<file path="config.mk">
export PLATFORM = sky130hd
export DESIGN_NAME = pad_ctrl_tx
export DESIGN_NICKNAME = d
export VERILOG_FILES = /design/src/rtl/pad_ctrl_tx.sv
export SDC_FILE = /design/constraint.sdc
export NUM_CORES = 1
export LEC_CHECK = 0
export BUFFER_PORTS_ARGS = -buffer_cell sky130_fd_sc_hd__buf_2
export CAP_MARGIN = 25
export CELL_PAD_IN_SITES_DETAIL_PLACEMENT = 0
export CELL_PAD_IN_SITES_GLOBAL_PLACEMENT = 1
export CORE_ASPECT_RATIO = 0.6
export CORE_UTILIZATION = 31
export DETAILED_ROUTE_END_ITERATION = 16
export GPL_TIMING_DRIVEN = 0
export HOLD_SLACK_MARGIN = 0.03
export MAX_ROUTING_LAYER = met4
export PLACE_DENSITY_LB_ADDON = 0.25
export RECOVER_POWER = 50
export SLEW_MARGIN = 20
export SYNTH_ARGS = -nofsm -noshare
export SYNTH_HDL_FRONTEND = slang
export SYNTH_SLANG_ARGS = --single-unit
</file>
<file path="constraint.sdc">
create_clock -name clk -period 7.37 [get_ports clk]
set_input_delay 0.3685 -clock clk [delete_from_list [all_inputs] [get_ports clk]]
set_output_delay 0.3685 -clock clk [all_outputs]
set_load 0.02 [all_outputs]
</file>
<file path="src/rtl/pad_ctrl_tx.sv">
// pad_ctrl_tx: serialises one controller snapshot (key/joy/trig) into a
// UART-style frame on a single line: start bit, 80 data bits LSB first
// (in_key[0] first), even parity, stop bit, then an idle-high gap before
// the next snapshot can be accepted.
module pad_ctrl_tx #(
    parameter int CLK_DIV  = 16,
    parameter int GAP_BITS = 2
) (
    input  logic        clk,
    input  logic        reset,
    input  logic        in_valid,
    output logic        in_ready,
    input  logic [31:0] in_key,
    input  logic [31:0] in_joy,
    input  logic [15:0] in_trig,
    output logic        tx_line,
    output logic        busy,
    output logic        frame_done
);

    localparam logic [15:0] DIV_LAST = 16'(CLK_DIV - 1);
    localparam logic [15:0] DIV_PRE  = 16'(CLK_DIV - 2);
    localparam logic [3:0]  GAP_LAST = 4'(GAP_BITS - 1);
    localparam logic [6:0]  BIT_LAST = 7'd79;

    typedef enum logic [2:0] {
        S_IDLE,
        S_START,
        S_DATA,
        S_PARITY,
        S_STOP,
        S_GAP
    } state_t;

    state_t      state_q;
    logic [15:0] div_q;
    logic [15:0] div_d;
    logic [6:0]  bit_q;
    logic [3:0]  gap_q;
    logic [79:0] shift_q;
    logic        par_q;
    logic        tx_q;
    logic        ready_q;
    logic        busy_q;
    logic        done_q;
    logic        accept;
    logic        div_last;
    logic [79:0] payload;

    // XOR of all payload bits: the bit that makes payload+parity even
    function automatic logic even_parity(input logic [79:0] v);
        return ^v;
    endfunction

    assign payload  = {in_trig, in_joy, in_key};
    assign accept   = in_valid && ready_q;
    assign div_last = (div_q == DIV_LAST);

    // Bit-period counter next value: wraps exactly on the bit boundary
    always_comb begin
        div_d = div_last ? 16'd0 : div_q + 16'd1;
    end

    // Control FSM: sequences the frame and drives every output from a register
    always_ff @(posedge clk) begin
        if (reset) begin
            state_q <= S_IDLE;
            div_q   <= '0;
            bit_q   <= '0;
            gap_q   <= '0;
            tx_q    <= 1'b1;
            ready_q <= 1'b0;
            busy_q  <= 1'b0;
            done_q  <= 1'b0;
        end else begin
            done_q <= 1'b0;
            case (state_q)
                S_IDLE: begin
                    div_q   <= '0;
                    ready_q <= 1'b1;
                    if (accept) begin
                        state_q <= S_START;
                        ready_q <= 1'b0;
                        busy_q  <= 1'b1;
                        tx_q    <= 1'b0;
                    end
                end
                S_START: begin
                    div_q <= div_d;
                    if (div_last) begin
                        state_q <= S_DATA;
                        bit_q   <= '0;
                        tx_q    <= shift_q[0];
                    end
                end
                S_DATA: begin
                    div_q <= div_d;
                    if (div_last) begin
                        if (bit_q == BIT_LAST) begin
                            state_q <= S_PARITY;
                            tx_q    <= par_q;
                        end else begin
                            bit_q <= bit_q + 7'd1;
                            tx_q  <= shift_q[1];
                        end
                    end
                end
                S_PARITY: begin
                    div_q <= div_d;
                    if (div_last) begin
                        state_q <= S_STOP;
                        tx_q    <= 1'b1;
                    end
                end
                S_STOP: begin
                    div_q <= div_d;
                    // registered pulse lands in the final stop-bit cycle
                    if (div_q == DIV_PRE) done_q <= 1'b1;
                    if (div_last) begin
                        if (GAP_BITS == 0) begin
                            state_q <= S_IDLE;
                            ready_q <= 1'b1;
                            busy_q  <= 1'b0;
                        end else begin
                            state_q <= S_GAP;
                            gap_q   <= '0;
                        end
                    end
                end
                S_GAP: begin
                    div_q <= div_d;
                    if (div_last) begin
                        if (gap_q == GAP_LAST) begin
                            state_q <= S_IDLE;
                            ready_q <= 1'b1;
                            busy_q  <= 1'b0;
                        end else begin
                            gap_q <= gap_q + 4'd1;
                        end
                    end
                end
                default: begin
                    state_q <= S_IDLE;
                    tx_q    <= 1'b1;
                    busy_q  <= 1'b0;
                    ready_q <= 1'b0;
                end
            endcase
        end
    end

    // Payload shifter and parity latch; pure data, so no reset is needed
    always_ff @(posedge clk) begin
        if (state_q == S_IDLE && accept) begin
            shift_q <= payload;
            par_q   <= even_parity(payload);
        end else if (state_q == S_DATA && div_last) begin
            shift_q <= {1'b0, shift_q[79:1]};
        end
    end

    assign in_ready   = ready_q;
    assign tx_line    = tx_q;
    assign busy       = busy_q;
    assign frame_done = done_q;

endmodule

</file>
==> impl_metrics.tcl, run 1 <==
set metrics [dict create \
    globalplace.congestion 0.778 \
    fin_nets 679 \
    synth_xor_area_share_pct 12.6 \
    power.density_nw_per_um2 278 \
    ant_nets 0 \
    globalRouteOverflowTotal 0 \
    syn_to_final_growth_pct 22.7 \
    synth_area_leader_cell "edfxtp_1" \
    antenna_found_initial 0 \
    drt-total-wl_um 14100 \
    die_h_um 109 \
    synth_compound_area_share_pct 6.05 \
    irDropWorstVdd_uv 171 \
    dp_hpwl_um 10400 \
    power_w 0.00203 \
    num_antenna_cells 0 \
    period_needed_ns 3.54 \
    fin_crit_sh_pct 48.1 \
    grt_pass1_vias 3855 \
    cp.required_ns 7.47 \
    setup_viol_count_final 0 \
    cts_made_buffers 17 \
    io_pins 87 \
    clockBufferDepth 2 \
    tritoncts "yes" \
    drive_above_1_share_pct 33.2 \
    critPathCaptureType "flip-flop" \
    routed_via_density 4.77 \
    yosys.area_share.simple_pct 10.5 \
    final_cell_mix "82 x buf_2, 81 x edfxtp_1, 79 x mux2_2" \
    cellLeakagePower_nw 2.54 \
    hp-class "in2reg" \
    cts.sinks 115 \
    slew_headroom_pct 28.5 \
    initial_core_util_pct 32.3 \
    cts_hold_buf 0 \
    synth.area.mux_share_pct 15.4 \
    cts_max_level 4 \
    ys_seq_area_share_pct 52.2 \
    grt_max_degree 26 \
    slew_violations 0 \
    grt_pass1_wl_um 21800 \
    dr_total_vias 4023 \
    cts-root-buf "clkbuf_16" \
    status "finished, final reports clean" \
    dieArea_um2 19800 \
    core_um2 18400 \
    die_w_um 181 \
    cp_max_fo 25 \
    critPathArrivalTime_ns 3.65 \
    drv_cap 0 \
    io_buffers 85 \
    stdcell_area_um2 7320 \
    synthCells 484 \
    ys.warnings.count 0 \
    syn_area_um2 5960 \
    synth_area_per_cell_um2 12.3 \
    synth-seq-cells 115 \
    first_iter_violations 288 \
    synthAdderAreaFrac_pct 1.05 \
    wl_per_cell_um 16.7 \
    max_clock_freq_mhz 282 \
    clk_pin_slew_ns 0.06 \
    synth_cell_types 50 \
    fin_cells 843 \
    synth_top_family_by_area "multiplexers" \
    rsz0062_at_grt "no" \
    ys_top_cells_by_area "edfxtp_1 41%, mux2_2 15%, dfxtp_1 11%, xnor2_1 10%, a21oi_1 2.3%" \
    postCtsSetupBuffers 0 \
    rows 38 \
    hold_viol 0 \
    final_common_cell "buf_2" \
    firstDrtPassIters 4 \
    gr-usage-all-layers_pct 15.1 \
    clk_latency_ns 0.41 \
    startpoint_type "flip-flop" \
    place_inst 812 \
    skew_ns 0.00732 \
    postCtsResizedCells 0 \
    drc_errors 0 \
    setup_tns_ns 0 \
    syn_nets 572 \
    place_area_um2 6770 \
    r2r_setup_slack_ns 3.83 \
    worst_pin_slew_ns 1.07 \
    synth_top_area_share_pct 40.8 \
    crit_type "reg2reg" \
]
==> final cells by class <==
cell class	count	area, um^2
timing repair buffer	88	494
buffer	23	96.3
clock buffer	17	425
inverter	3	11.3
multi-input combinational	343	2700
clock inverter	14	180
sequential	115	3110
tap	240	300
fill	1761	11100
==> synthesized netlist by cell type (all sizes together) <==
library cell and number:
a311oi 4, o31ai 2, nor4bb 1, a21o 1, o21bai 1, and4 3
buf 15, xnor3 1, a211o 1, nand4b 1, a31oi 2, edfxtp 81
a21oi 27, nand4 9, a22oi 1, nand2b 3, inv 3, dfxtp 34
mux2 80, or3 2, o21a 1, or2 1, nand3 6, xnor2 70
nor4 4, and2 7, clkbuf 8, a2bb2oi 1, o21ai 15, nand3b 3
mux2i 2, nor3b 3, nor3 7, nor2 33, or4 2, xor2 13
a211oi 3, nor2b 4, and3 6, nand2 18, ha 5
==> cells by family (layout without fill, tap and decap cells) <==
group / Yosys count / count (layout)
AOI/OAI and AO/OA: 59 / 59
xor gates and xnor gates: 84 / 84
adders and majority gates: 5 / 5
buffers and inverters: 26 / 145
DFF: 115 / 115
muxes: 82 / 82
and+or+nand+nor: 113 / 113
==> stage by stage <==
stage / util (%) / worst slack, ns / hold slack (ns)
final: 39.7 / 3.83 / 0.287
after detailed placement: 36.7 / 4.44 / 0.493
after global routing: 39.7 / 3.53 / 0.283
after CTS: 40.0 / 4.43 / 0.274
after floorplan: - / 2.00 / 0.458
after global placement: 36.2 / 0.0698 / 0.469
==> flip-flops by register name, indices dropped and copies added, names as in the netlist, 3 cells and up <==
signal   count
bit_q        7
div_q       16
gap_q        4
shift_q     80
state_q      3
==> path summary, 6_finish.rpt <==
path | to | depth (start not counted) | startpoint
worst max-delay path | shift_q[69] | 8 | state_q[2]
worst min register to register | gap_q[3] | 2 | gap_q[3]
worst min-delay path | shift_q[79] | 2 | in_trig[15]
worst max register to register | shift_q[69] | 8 | state_q[2]
==> per-layer routing <==
layer	up-vias	share of wire (%)	global-route usage, %
met5	-	0	-
met4	0	0.75	3.93
met3	9	5.2	3.28
met2	102	40	19.7
met1	1932	54	23.0
li1	1980	-	-
==> worst max-delay path, stage by stage, from the launching register on <==
cell	delay (ns)
dfxtp_1	0.29
clkbuf_1	0.18
nor3_1	0.53
and3_1	0.31
clkbuf_1	0.50
clkbuf_1	0.50
o21bai_4	0.42
buf_16	0.25
buf_12	0.20
==> where the power goes <==
| group | internal, W | leakage (nW) | total [W] | switching [W] |
|---|---|---|---|---|
| registers | 0.000772 | 1.02 | 0.000787 | 0.0000149 |
| logic | 0.000202 | 1.23 | 0.000397 | 0.000195 |
| clock network | 0.000534 | 0.290 | 0.000850 | 0.000316 |
| total | 0.00151 | 2.54 | 0.00203 | 0.000526 |
Note: power is estimated with default switching activity, not from simulation.
==> run 2, diff against run 1 <==
==> constraint.sdc (replaced) <==
create_clock -name clk -period 2.9 [get_ports clk]
set_input_delay 0.145 -clock clk [delete_from_list [all_inputs] [get_ports clk]]
set_output_delay 0.145 -clock clk [all_outputs]
set_load 0.02 [all_outputs]
==> impl_metrics.tcl, run 2 (synthesized netlist as in run 1, its figures left out) <==
set metrics [dict create \
    drt-total-wl_um 14000 \
    clk_pin_slew_ns 0.06 \
    power_w 0.00521 \
    ant_nets 0 \
    antenna_found_initial 2 \
    grt_pass1_vias 4118 \
    cp_max_fo 22 \
    period_needed_ns 2.64 \
    power.density_nw_per_um2 706 \
    slew_headroom_pct 44.6 \
    firstDrtPassIters 4 \
    skew_ns 0.0141 \
    place_area_um2 6780 \
    setup_viol_count_final 0 \
    cts_max_level 4 \
    status "finished, final reports clean" \
    cp.required_ns 3.02 \
    initial_core_util_pct 32.3 \
    globalRouteOverflowTotal 0 \
    cts-root-buf "clkbuf_16" \
    dr_total_vias 4037 \
    grt_pass1_wl_um 22400 \
    cpLargestDelayFamily "buffers and inverters" \
    drc_errors 0 \
    clockBufferDepth 2 \
    crit_type "reg2reg" \
    drive_above_1_share_pct 34.2 \
    startpoint_type "flip-flop" \
    r2r_setup_slack_ns 0.26 \
    critPathArrivalTime_ns 2.75 \
    syn_to_final_growth_pct 23.8 \
    critical-path-max-stage-delay_ns 0.33 \
    cts_hold_buf 0 \
    hp-class "in2reg" \
    post-route-util_pct 40.0 \
    worst_pin_slew_ns 0.824 \
    largestRegisters "shift_q (80), div_q (16), bit_q (7)" \
    io_buffers 85 \
    die_h_um 109 \
    cpMaxStageDelayCell "buf_2" \
    clk_latency_ns 0.41 \
    irDropWorstVdd_uv 315 \
    fin_crit_sh_pct 90.9 \
    first_iter_violations 227 \
    largest_reg_flops 80 \
    drv_cap 0 \
    die_w_um 181 \
    core_um2 18400 \
    post-place-ws_ns -0.0847 \
    tritoncts "yes" \
    routed_via_density 4.76 \
    cts.sinks 115 \
    cts_made_buffers 17 \
    cellLeakagePower_nw 2.58 \
    path_buf_inv 5 \
    final_common_cell "buf_2" \
    grt_max_degree 26 \
    crit_chain "clkbuf_2, nor3_4, and3_1, buf_2, buf_2, o21bai_4, buf_16, buf_16" \
    wl_per_cell_um 16.5 \
    globalplace.congestion 0.800 \
    slew_violations 0 \
    io_pins 87 \
    gr-usage-all-layers_pct 15.5 \
    rsz0062_at_grt "no" \
    fin_nets 681 \
    largest-register "shift_q" \
    dp_hpwl_um 10400 \
    max_clock_freq_mhz 379 \
    fin_hold_ws_ns 0.0589 \
    dieArea_um2 19800 \
    critPathCaptureType "flip-flop" \
    rows 38 \
    final_cell_mix "84 x buf_2, 81 x edfxtp_1, 78 x mux2_2" \
    hold_viol 0 \
    stdcell_area_um2 7380 \
    fin_ws_ns 0.264 \
]
==> run 2: cell count changes in the layout (fill, tap and decap cells not counted), sizes merged <==
| cell | before | now |
|---|---|---|
| buf | 87 | 91 |
| clkbuf | 41 | 39 |
| clkinv | 7 | 2 |
| inv | 5 | 13 |
| diode | 0 | 2 |
| clkinvlp | 2 | 1 |
| bufinv | 3 | 2 |
==> run 2: power by group <==
group          switching [W]  internal, W  leakage, nW  total, W
clock               0.000872      0.00131        0.299   0.00218
combinational       0.000497     0.000528         1.26   0.00102
sequential         0.0000405      0.00196         1.02   0.00200
total                0.00141      0.00380         2.58   0.00521
==> run 2: layout make-up <==
class,count,area [um^2]
Antenna cell,2,5.00
Buffer,23,100
Clock buffer,17,425
Clock inverter,15,185
Fill cell,1784,11100
Inverter,3,11.3
Multi-Input combinational cell,343,2710
Sequential cell,115,3110
Tap cell,240,300
Timing Repair Buffer,90,529
==> run 2: through the flow <==
stage,TNS [ns],cells
after floorplan,0,484
after global placement,-52.50,809
after detailed placement,-1.59,812
after CTS,0,846
after global routing,0,848
final,0,848
==> run 2: worst paths after layout <==
kind,endpoint,startpoint,cells after the start
worst min-delay path,shift_q[79],in_trig[15],2
worst max-delay path,shift_q[21],state_q[2],8
worst min register to register,gap_q[3],gap_q[3],2
worst max register to register,shift_q[21],state_q[2],8
==> run 2: repair_timing <==
| action | 4_1_cts | 5_1_grt |
|---|---|---|
| gates resized for setup | 0 | 1 |
| setup buffers | 2 | 0 |
| endpoints found under the setup margin | 19 | 24 |
| cloned | 0 | 0 |
==> run 2: per-layer routing <==
layer | track usage, % | wire length (um)
met3 | 4.14 | 774
met2 | 20.8 | 5540
met5 | - | 0
met4 | 5.15 | 118
met1 | 22.2 | 7540
